### src/rtl/cart_rom_upload.sv
// Cartridge ROM upload reader: serves HPS ioctl reads from SDRAM ch0
// through a one-byte prefetch buffer so sequential reads never stall.
module cart_rom_upload #(
    parameter logic [7:0]  FILL_BYTE    = 8'hFF,
    parameter int unsigned BUSY_TIMEOUT = 8
) (
    input  logic        clk_sys,
    input  logic        reset,
    input  logic        upload_en,
    input  logic        ioctl_rd,
    input  logic [24:0] ioctl_addr,
    output logic [7:0]  ioctl_din,
    output logic        ioctl_wait,
    input  logic [18:0] rom_last,
    output logic [18:0] mem_addr,
    output logic        mem_rd,
    input  logic [7:0]  mem_dout,
    input  logic        mem_busy,
    output logic        active
);
    localparam int unsigned CNT_W = $clog2(BUSY_TIMEOUT + 1);

    typedef enum logic [2:0] {IDLE, ISSUE, WAIT_HI, WAIT_LO, SERVE} state_t;

    state_t           state, state_d;
    logic             upload_q;
    logic [18:0]      target, target_d, pend_addr, pend_addr_d, buf_addr, buf_addr_d;
    logic             demand, demand_d, pending, pending_d, buf_valid, buf_valid_d;
    logic             drain, drain_d, restart, restart_d;
    logic [7:0]       rbuf, rbuf_d, din_d;
    logic             wait_d;
    logic [CNT_W-1:0] tmo, tmo_d;

    logic        rise, fall, draining, rd_ok, in_range, buf_hit, done;
    logic [18:0] rd_addr, rd_next;

    assign rise     = upload_en && !upload_q;
    assign fall     = !upload_en && upload_q;
    assign draining = drain || fall;
    assign rd_addr  = ioctl_addr[18:0];
    assign rd_next  = rd_addr + 19'd1;
    assign in_range = (ioctl_addr[24:19] == '0) && (rd_addr <= rom_last);
    assign buf_hit  = buf_valid && (buf_addr == rd_addr);
    assign done     = (state == WAIT_LO) && !mem_busy;
    assign rd_ok    = ioctl_rd && !ioctl_wait && !draining && (state != IDLE);

    always_ff @(posedge clk_sys) begin
        if (reset) state <= IDLE;
        else       state <= state_d;
    end

    always_comb begin
        state_d     = state;
        target_d    = target;
        demand_d    = demand;
        pending_d   = pending;
        pend_addr_d = pend_addr;
        rbuf_d      = rbuf;
        buf_addr_d  = buf_addr;
        buf_valid_d = buf_valid;
        din_d       = ioctl_din;
        wait_d      = ioctl_wait;
        tmo_d       = tmo;
        drain_d     = drain;
        restart_d   = restart;

        case (state)
            IDLE: if (upload_en && (rise || restart)) begin
                state_d  = ISSUE;
                target_d = '0;
                demand_d = 1'b0;
            end
            ISSUE: if (!mem_busy) begin
                state_d = WAIT_HI;
                tmo_d   = '0;
            end
            WAIT_HI: begin
                if (mem_busy || tmo == CNT_W'(BUSY_TIMEOUT - 1)) state_d = WAIT_LO;
                else                                            tmo_d   = tmo + 1'b1;
            end
            WAIT_LO: if (!mem_busy) begin
                if (draining) begin
                    state_d = IDLE;
                end else begin
                    rbuf_d      = mem_dout;
                    buf_addr_d  = target;
                    buf_valid_d = 1'b1;
                    if (demand) begin
                        din_d    = mem_dout;
                        wait_d   = 1'b0;
                        demand_d = 1'b0;
                        if (target == rom_last) begin
                            state_d = SERVE;
                        end else begin
                            target_d = target + 19'd1;
                            state_d  = ISSUE;
                        end
                    end else if (pending) begin
                        target_d  = pend_addr;
                        demand_d  = 1'b1;
                        pending_d = 1'b0;
                        state_d   = ISSUE;
                    end else begin
                        state_d = SERVE;
                    end
                end
            end
            SERVE: if (draining) state_d = IDLE;
            default: state_d = IDLE;
        endcase

        // Host read is resolved after the memory side so that a read landing on
        // the completion cycle can reuse or redirect the finishing access.
        if (rd_ok) begin
            if (!in_range) begin
                din_d = FILL_BYTE;
            end else if (buf_hit) begin
                din_d = rbuf;
                if (state == SERVE && rd_addr != rom_last) begin
                    target_d = rd_next;
                    demand_d = 1'b0;
                    state_d  = ISSUE;
                end
            end else if (state != SERVE && rd_addr == target) begin
                if (done) begin
                    din_d = mem_dout;
                    if (rd_addr != rom_last) begin
                        target_d = rd_next;
                        state_d  = ISSUE;
                    end
                end else begin
                    demand_d = 1'b1;
                    wait_d   = 1'b1;
                end
            end else begin
                wait_d = 1'b1;
                if (state == SERVE || done) begin
                    target_d = rd_addr;
                    demand_d = 1'b1;
                    state_d  = ISSUE;
                end else begin
                    pending_d   = 1'b1;
                    pend_addr_d = rd_addr;
                end
            end
        end

        if (fall && state != IDLE) begin
            wait_d      = 1'b0;
            buf_valid_d = 1'b0;
            pending_d   = 1'b0;
            demand_d    = 1'b0;
            drain_d     = 1'b1;
        end
        if (state_d == IDLE) drain_d = 1'b0;

        if (state == IDLE) restart_d = 1'b0;
        else if (rise)     restart_d = 1'b1;
        else if (fall)     restart_d = 1'b0;
    end

    always_ff @(posedge clk_sys) begin
        if (reset) begin
            upload_q   <= 1'b0;
            target     <= '0;
            demand     <= 1'b0;
            pending    <= 1'b0;
            pend_addr  <= '0;
            rbuf       <= '0;
            buf_addr   <= '0;
            buf_valid  <= 1'b0;
            ioctl_din  <= '0;
            ioctl_wait <= 1'b0;
            tmo        <= '0;
            drain      <= 1'b0;
            restart    <= 1'b0;
        end else begin
            upload_q   <= upload_en;
            target     <= target_d;
            demand     <= demand_d;
            pending    <= pending_d;
            pend_addr  <= pend_addr_d;
            rbuf       <= rbuf_d;
            buf_addr   <= buf_addr_d;
            buf_valid  <= buf_valid_d;
            ioctl_din  <= din_d;
            ioctl_wait <= wait_d;
            tmo        <= tmo_d;
            drain      <= drain_d;
            restart    <= restart_d;
        end
    end

    always_comb begin
        mem_rd   = (state == ISSUE);
        mem_addr = (state == ISSUE) ? target : '0;
        active   = (state != IDLE);
    end
endmodule

### config.mk
export PLATFORM = sky130hd
export DESIGN_NAME = cart_rom_upload
export DESIGN_NICKNAME = d
export VERILOG_FILES = /design/src/rtl/cart_rom_upload.sv
export SDC_FILE = /design/constraint.sdc
export NUM_CORES = 1
export LEC_CHECK = 0
export BUFFER_PORTS_ARGS = -buffer_cell sky130_fd_sc_hd__buf_2
export CORE_MARGIN = 4
export CORE_UTILIZATION = 25
export CTS_BUF_LIST = sky130_fd_sc_hd__clkbuf_8
export DETAILED_ROUTE_END_ITERATION = 12
export GPL_TIMING_DRIVEN = 0
export PLACE_DENSITY = 0.49
export SYNTH_ARGS = -nofsm -noshare
export SYNTH_HDL_FRONTEND = slang
export SYNTH_SLANG_ARGS = --single-unit
### constraint.sdc
create_clock -name clk_sys -period 4.1 [get_ports clk_sys]
set_clock_uncertainty 0.05 [all_clocks]
set_input_delay 0.205 -clock clk_sys [delete_from_list [all_inputs] [get_ports clk_sys]]
set_output_delay 0.205 -clock clk_sys [all_outputs]
set_load 0.02 [all_outputs]
==> impl_metrics.yaml, run 1 <==
status:
  status: "finished, final reports clean"
setup_path:
  reg2reg_slack_ns: 1.02
  timing.rr.end: "target[6]"
  path_max_fanout: 10
  path_class: "primary input to flip-flop"
  reg2regPathDepth: 9
  critical_path.top_delay_family: "compound AO/OA/AOI/OAI gates"
  path_cells: "dlygate4sd3_1 > buf_2 > inv_1 > ha_1 > nor2_1 > nand2_1 > clkbuf_1 > o31ai_2 > o21ai_1 > o311a_1 > o32ai_1"
  timing.rr.start: "target[1]"
  worst-path-buf-inv: 4
  cp-end-kind: "flip-flop"
  slowest_stage: "o31ai_2"
  cpPeakStageDelay_ns: 0.68
  critPathRequiredTime_ns: 4.32
  arrival_ns: 3.40
  start_kind: "primary input"
drt:
  drt_iter0_markers: 727
  vias: 7547
  wl_per_cell_um: 20.6
  drcViolationCount: 0
  final_antenna_net_count: 0
  routed_wl_um: 29600
  detail_route.vias_per_cell: 5.25
  first_pass_iters: 5
clock_tree:
  cts.sinks: 87
  root_buffer: "clkbuf_8"
  postCtsSetupBuffers: 0
  numCtsBuffers: 9
  ctsHoldBuffers: 8
  cts-resized-gates: 0
  path_clk_slew_ns: 0.10
  clock_latency_ns: 0.40
  htreeDepth: 3
  cts.path.max_buffers: 2
  cts_tree: "built"
pwr:
  leakage_nw: 3.40
  pwr-share-seq_pct: 46.3
  p_int_mw: 1.26
  power_mw: 1.85
  p_sw_uw: 587
  switching_share_pct: 31.7
  irDropWorstVdd_mv: 0.128
  p_clk_share_pct: 36.7
  combPwrFrac_pct: 17.0
  power_density_nw_per_um2: 220
yosys:
  synth_nets: 1031
  synth_edf_count: 0
  netlist_area_um2: 7220
  avgSynthCellArea_um2: 7.60
  yosysUniqueCellTypes: 99
  synthArstFlopShare_pct: 0
  synth_ff_type: "dfxtp_1"
  ys_ff_latch: 87
  seq_area_frac_synth_pct: 24.1
  yosysWarnings: 0
  synthCells: 950
sta:
  drv_slew: 0
  setup_viol: 0
  fmax_ghz: 0.314
  rsz0062_at_grt: "false"
  tns_ns: 0
  hold_viol_final: 0
  period_share_pct: 77.6
  slew_headroom_pct: 25.9
  tightestPinTransition_ns: 1.10
  post-route-min-period_ns: 3.18
min_path:
  worstHoldPathCells: 3
  whs_endpoint: "rbuf[6]"
  min_from: "mem_dout[6]"
  min_path_type: "primary input to flip-flop"
floorplan:
  start_util_pct: 25.6
  row_count: 61
  die_x_um: 178
  die_y_um: 178
  io_pins: 87
  dieArea_um2: 31700
  coreArea_um2: 28200
global_route:
  grt_pass1_wl_um: 44300
  antenna_found_initial: 0
  grt_pass1_vias: 7226
  grt_max_degree: 18
  grt-ovfl-total: 0
  grtUsageTotal_pct: 18.4
final_layout:
  syn_to_final_growth_pct: 16.5
  final_common_cell: "nand2_1"
  design_area_um2: 8410
  n_fill_cell: 3090
  final_cell_mix: "nand2_1 (144), buf_2 (116), a21oi_1 (95), dfxtp_1 (87), xor2_1 (53)"
  fin_util_pct: 29.9
  num_antenna_cells: 0
  nets: 1136
  drive_above_1_share_pct: 19.1
placement:
  io_buffers: 86
  place_area_um2: 8120
  place.gp.congestion: 0.945
  dp_hpwl_um: 22900
job:
  drv_cap: 0
==> synth_stat cells, drive strengths merged (16+ instances only) <==
library cell / n / area share [%]
nand2: 146 / 7.7
a21oi: 97 / 6.8
xor2: 53 / 6.4
and3: 20 / 1.8
ha: 24 / 4.2
a211oi: 16 / 1.9
nor4: 17 / 1.6
and2: 26 / 2.4
inv: 34 / 1.8
nand3: 25 / 1.9
nor2: 49 / 2.6
o21ai: 39 / 2.9
buf: 56 / 5.5
clkbuf: 33 / 1.8
xnor2: 17 / 2.1
mux2i: 26 / 3.7
dfxtp: 87 / 24
==> through the flow <==
stage / cells / setup WS [ns] / hold WS (ns)
final: 1438 / 0.919 / 0.0174
after global routing: 1438 / 0.715 / 0.0351
after floorplan: 950 / 1.65 / 0.291
after CTS: 1438 / 0.951 / 0.00758
after global placement: 1414 / 0.946 / 0.389
after detailed placement: 1414 / 0.999 / 0.392
==> worst min-delay path: stages <==
cell     delay, ns
buf_2         0.12
nand2_1       0.05
a21oi_1       0.05
==> state kept, by name, indices dropped and copies added (netlist names), 3 cells and up <==
register / count
pend_addr: 19
buf_addr: 19
target: 19
tmo: 4
ioctl_din: 8
state: 3
rbuf: 8
==> cell families (layout without fill, tap and decap cells) <==
| group | Yosys count | after routing | share of synthesized area [%] |
|---|---|---|---|
| buffers and inverters | 123 | 233 | 9.01 |
| DFF | 87 | 87 | 24.1 |
| muxes | 28 | 28 | 3.97 |
| xor gates and xnor gates | 70 | 70 | 8.49 |
| and+or+nand+nor | 362 | 362 | 26.4 |
| AOI/OAI and AO/OA | 256 | 256 | 23.8 |
| adders and majority gates | 24 | 24 | 4.16 |
==> worst max path at each step <==
stage | start | to | slack, ns | depth (start not counted)
4_1_cts | upload_en | target[3] | 0.95 | 12
6_report | upload_en | target[6] | 0.92 | 11
3_3_place_gp | ioctl_addr[0] | target[13] | 0.95 | 13
3_5_place_dp | ioctl_addr[0] | target[11] | 1.0 | 13
5_1_grt | upload_en | target[3] | 0.71 | 12
2_1_floorplan | rom_last[13] | target[11] | 1.65 | 11
==> power by group through the flow <==
stage	Clock [mW]	Sequential (mW)	Combinational, mW
after floorplan	0	0.882	0.179
after global placement	0	0.876	0.302
after detailed placement	0	0.876	0.303
after CTS	0.698	0.857	0.310
after global routing	0.731	0.858	0.343
final	0.679	0.857	0.314
==> area by class of cell <==
type / instances / area, um^2 / area share [%]
buffer: 89 / 523 / 6.22
clock buffer: 9 / 124 / 1.47
clock inverter: 7 / 85.1 / 1.01
inverter: 34 / 128 / 1.52
multi-input combinational: 740 / 4830 / 57.4
sequential: 87 / 1740 / 20.7
tap: 378 / 473 / 5.62
timing repair buffer: 94 / 510 / 6.07
==> layer usage <==
metal	GRT usage, %	routed length [um]
met5	0	0
met4	6.22	916
met3	3.81	2290
met2	30.0	13300
met1	24.3	13100
(Power assumes the default switching activity.)
==> run 2: changes to the inputs <==
- clock period: 4.1 -> 3 ns (I/O delays scaled with it)
==> run 2 against run 1 <==
Against the previous run:
- setup slack got worse by 0.87 ns
- routed wire length rose by 0.18%
- critical path depth did not move
- sequential power rose by 37%
- core utilization rose by 0.17 points
- register-to-register slack got worse by 0.97 ns
- final cell count barely moved
- non-clock buffer count rose by 1
- count of clock-buffer cells in the layout did not move
- clock power rose by 36%
- flip-flop and latch count did not move
- highest routed layer unchanged
==> impl_metrics.yaml, run 2 (synthesis gave the netlist of run 1 again) <==
status:
  status: "finished, final reports clean"
global_route:
  grtUsageTotal_pct: 18.5
  antenna_found_initial: 0
  grt-ovfl-total: 0
  grt_max_degree: 18
  grt_pass1_vias: 7238
  grt_pass1_wl_um: 44300
pwr:
  power_mw: 2.53
  leakage_nw: 3.41
  irDropWorstVdd_mv: 0.175
  power_density_nw_per_um2: 299
setup_path:
  cp-startpoint: "target[6]"
  cp-end-kind: "flip-flop"
  cpMostUsedCell: "buf_6"
  reg2regPathDepth: 11
  start_kind: "flip-flop"
  timing.rr.start: "target[6]"
  cpPeakStageDelay_ns: 0.45
  path_cells: "buf_2 > xor2_1 > nor4_1 > and3_1 > buf_6 > a21boi_2 > buf_6 > o21a_4 > o21ai_4 > a31oi_1 > o32ai_1"
  timing.rr.end: "target[6]"
  critPathRequiredTime_ns: 3.22
  arrival_ns: 3.18
  reg2reg_slack_ns: 0.05
  slowest_stage: "nor4_1"
  path_max_fanout: 10
  crit_end: "target[6]"
  path_class: "flip-flop to flip-flop"
final_layout:
  final_cells: 1439
  final_cell_mix: "nand2_1 (143), buf_2 (116), a21oi_1 (95), dfxtp_1 (86), xor2_1 (53)"
  final_common_cell: "nand2_1"
  nets: 1137
  fin_util_pct: 30.0
  drive_above_1_share_pct: 19.7
  num_antenna_cells: 0
  top_regs: "buf_addr: 19 flops, pend_addr: 19 flops, target: 19 flops"
  syn_to_final_growth_pct: 17.2
floorplan:
  row_count: 61
  start_util_pct: 25.6
  dieArea_um2: 31700
  die_x_um: 178
  die_y_um: 178
  io_pins: 87
  coreArea_um2: 28200
drt:
  wl_per_cell_um: 20.6
  drt_iter0_markers: 776
  drcViolationCount: 0
  vias: 7661
  final_antenna_net_count: 0
  routed_wl_um: 29600
  first_pass_iters: 7
  detail_route.vias_per_cell: 5.32
sta:
  slew_headroom_pct: 25.3
  setup_viol: 0
  post-route-min-period_ns: 2.95
  period_share_pct: 98.5
  setup_ws_ns: 0.0458
  drv_slew: 0
  hold_viol_final: 0
  tightestPinTransition_ns: 1.11
  rsz0062_at_grt: "false"
  fmax_ghz: 0.339
  fin_hold_ws_ns: 0.0803
job:
  drv_cap: 0
placement:
  dp_slack_ns: -0.0456
  place.gp.congestion: 0.945
  dp.cells: 1414
  dp_hpwl_um: 22900
  io_buffers: 86
min_path:
  min_from: "ioctl_addr[11]"
  min_path_type: "primary input to flip-flop"
clock_tree:
  cts_tree: "built"
  path_clk_slew_ns: 0.10
  cts.path.max_buffers: 2
  cts.sinks: 87
  numCtsBuffers: 9
  root_buffer: "clkbuf_8"
  clock_latency_ns: 0.40
  htreeDepth: 3
==> run 2: changes by cell type in the layout (fill, tap and decap cells not counted), sizes merged <==
cell and delta:
dlygate4sd3 +1
==> run 2: how the worst min path moves through the flow <==
stage,to,slack [ns],cells past startpoint
after detailed placement,rbuf[0],0.38,3
after CTS,pend_addr[11],0.06,3
after global routing,pend_addr[11],0.09,3
after global placement,rbuf[6],0.37,3
after floorplan,rbuf[0],0.24,2
final,pend_addr[11],0.08,3
==> run 2: area by class of cell <==
cell class | count | area (um^2)
plain buffers | 89 | 523
clock buffers | 9 | 124
clock inverters | 7 | 85.1
fillers | 3085 | 19700
inverters | 34 | 128
multi-input cells | 740 | 4860
flip-flops and latches | 87 | 1740
well taps | 378 | 473
repair buffers | 95 | 520
==> run 2: worst max-delay path, delay by kind of cell (launching register included) <==
family	cells	cell delay [ns]
buf+inv	3	0.56
xor+xnor	1	0.13
flops	1	0.31
compound gates	5	1.03
simple gates	2	0.72
==> run 2: power by group <==
| part | internal [mW] | switching (mW) | total, mW |
|---|---|---|---|
| Sequential | 1.17 | 0.00546 | 1.17 |
| Clock | 0.403 | 0.522 | 0.925 |
| Combinational | 0.161 | 0.272 | 0.432 |
| Total | 1.73 | 0.799 | 2.53 |
==> run 2: layer usage <==
layer,vias to the layer above,track usage (%),wire length (um)
li1,3608,-,-
met1,3643,24.3,13200
met2,346,30.1,13300
met3,64,3.79,2170
met4,0,6.12,936
met5,-,0,0
==> run 2: repair_timing <==
item | CTS | global route
hold buffers | 9 | 0
endpoints found under the setup margin | 1 | 32
setup buffers | 0 | 0
resized for setup | 1 | 7
endpoints found under the hold margin | 9 | 0
==> run 2: per-stage QoR <==
| stage | instance area, um^2 | setup TNS [ns] |
|---|---|---|
| 3_5_place_dp | 8120 | -0.0912 |
| 6_report | 8460 | 0 |
| 3_3_place_gp | 8120 | -0.181 |
| 5_1_grt | 8460 | 0 |
| 2_1_floorplan | 7220 | 0 |
| 4_1_cts | 8420 | 0 |
==> run 3: changes to the inputs <==
- CTS_BUF_LIST: sky130_fd_sc_hd__clkbuf_8 -> default
==> run 3 against run 2 <==
Against the previous run:
- global-route usage about the same
- die area unchanged
- count of clock-buffer cells in the layout unchanged
- first-iteration DRC count decreased by 7.5%
- total power increased by 12%
- non-clock buffer count unchanged
- sequential share of layout area decreased by 0.24 points
- register-to-register slack improved by 0.03 ns
- sequential power about the same
- via count decreased by 1.1%
- critical path depth unchanged
- final cell count unchanged
==> impl_metrics.yaml, run 3 (synthesis gave the netlist of run 1 again) <==
status:
  status: "finished, final reports clean"
min_path:
  min_path_type: "primary input to flip-flop"
  min_from: "ioctl_addr[11]"
final_layout:
  top_regs: "buf_addr: 19 flops, pend_addr: 19 flops, target: 19 flops"
  num_antenna_cells: 0
  nets: 1137
  final_cell_mix: "nand2_1 (144), buf_2 (116), a21oi_1 (95), dfxtp_1 (86), xor2_1 (53)"
  drive_above_1_share_pct: 19.6
  syn_to_final_growth_pct: 18.5
  n_fill_cell: 3070
  final_common_cell: "nand2_1"
pwr:
  leakage_nw: 3.46
  pwr-share-seq_pct: 41.4
  p_int_mw: 1.99
  irDropWorstVdd_mv: 0.252
  switching_share_pct: 29.6
  power_mw: 2.82
  p_sw_uw: 835
  power_density_nw_per_um2: 330
  p_clk_share_pct: 43.3
  combPwrFrac_pct: 15.3
clock_tree:
  cts_tree: "built"
  path_clk_slew_ns: 0.07
  root_buffer: "clkbuf_16"
  htreeDepth: 3
  numCtsBuffers: 9
  cts.path.max_buffers: 2
  cts.sinks: 87
  clock_latency_ns: 0.36
job:
  drv_cap: 0
drt:
  routed_wl_um: 29600
  drcViolationCount: 0
  vias: 7576
  detail_route.vias_per_cell: 5.26
  first_pass_iters: 5
  drt_iter0_markers: 718
  final_antenna_net_count: 0
  wl_per_cell_um: 20.5
setup_path:
  cp-end-kind: "flip-flop"
  start_kind: "flip-flop"
  cp-startpoint: "target[6]"
  path_class: "flip-flop to flip-flop"
  worst-path-buf-inv: 3
  cpMostUsedCell: "buf_6"
  path_max_fanout: 10
  arrival_ns: 3.10
  critPathRequiredTime_ns: 3.18
  path_cells: "buf_2 > xor2_1 > nor4_1 > and3_1 > buf_6 > a21boi_2 > buf_6 > o21a_4 > o21ai_4 > a31oi_1 > o32ai_1"
  cpPeakStageDelay_ns: 0.43
  critical_path.top_delay_family: "compound AO/OA/AOI/OAI gates"
  timing.rr.start: "target[6]"
  slowest_stage: "nor4_1"
sta:
  tightestPinTransition_ns: 1.09
  setup_viol: 0
  drv_slew: 0
  fmax_ghz: 0.342
  slew_headroom_pct: 26.6
  hold_viol_final: 0
  fin_hold_ws_ns: 0.127
  rsz0062_at_grt: "false"
  post-route-min-period_ns: 2.92
  period_share_pct: 97.5
placement:
  dp_hpwl_um: 22900
  io_buffers: 86
  place.gp.congestion: 0.945
floorplan:
  dieArea_um2: 31700
  row_count: 61
  io_pins: 87
  coreArea_um2: 28200
  die_y_um: 178
  start_util_pct: 25.6
  die_x_um: 178
global_route:
  grt_pass1_vias: 7253
  grt_use_met1_pct: 24.3
  use_met3_pct: 3.73
  grt_use_met2_pct: 30.1
  antenna_found_initial: 0
  grt-ovfl-total: 0
  grtUsageTotal_pct: 18.5
  grt_pass1_wl_um: 44300
  grt_max_degree: 18
  grt_busiest_layer: "met2"
## run 3: cell counts in the layout (fill, tap and decap cells not counted)
No cell type changed its count.
## run 3: worst register-to-register path, delay by kind of cell (launching register included)
kind	cells	cell delay, ns
xor+xnor	1	0.20
simple gates	2	0.70
compound gates	5	1.04
buf+inv	3	0.50
flops	1	0.29
## run 3: layout make-up
| class | instances | area, um^2 | area share [%] |
|---|---|---|---|
| well taps | 378 | 473 | 5.53 |
| plain buffers | 89 | 523 | 6.11 |
| inverters | 34 | 128 | 1.49 |
| flip-flops and latches | 87 | 1740 | 20.4 |
| clock buffers | 9 | 225 | 2.63 |
| repair buffers | 95 | 520 | 6.08 |
| clock inverters | 7 | 85.1 | 0.994 |
| multi-input cells | 740 | 4860 | 56.8 |
## run 3: power by group through the flow
stage / Combinational, mW / Sequential (mW) / Clock (mW)
2_1_floorplan: 0.244 / 1.21 / 0
3_3_place_gp: 0.413 / 1.20 / 0
3_5_place_dp: 0.414 / 1.20 / 0
4_1_cts: 0.425 / 1.17 / 1.25
5_1_grt: 0.473 / 1.17 / 1.29
6_report: 0.431 / 1.17 / 1.22
## run 3: through the flow
stage	utilization (%)	cell area [um^2]	cells	TNS, ns	setup WS [ns]
after floorplan	-	7220	950	0	0.605
after global placement	28.8	8120	1414	-0.181	-0.0988
after detailed placement	28.8	8120	1414	-0.0912	-0.0456
after CTS	30.3	8520	1439	0	0.00228
after global routing	30.4	8560	1439	0	0.00305
final	30.4	8560	1439	0	0.0762
## run 3: metal layers
metal	vias up	share of wire, %
met2	320	45
li1	3606	-
met1	3588	44
met4	0	3.1
met3	62	7.4
met5	-	0
## run 3: what timing repair did
| action | in CTS | in global routing |
|---|---|---|
| resized for setup | 0 | 7 |
| endpoints found under the hold margin | 9 | 0 |
| endpoints found under the setup margin | 0 | 38 |
| buffers inserted | 0 | 0 |
| hold buffers | 9 | 0 |
## run 3: final timing paths
kind / to / slack [ns] / depth (start not counted)
worst max-delay path: target[6] / 0.08 / 11
worst min-delay path: pend_addr[11] / 0.13 / 3
worst max register to register: target[6] / 0.08 / 11
worst min register to register: pend_addr[13] / 0.40 / 2
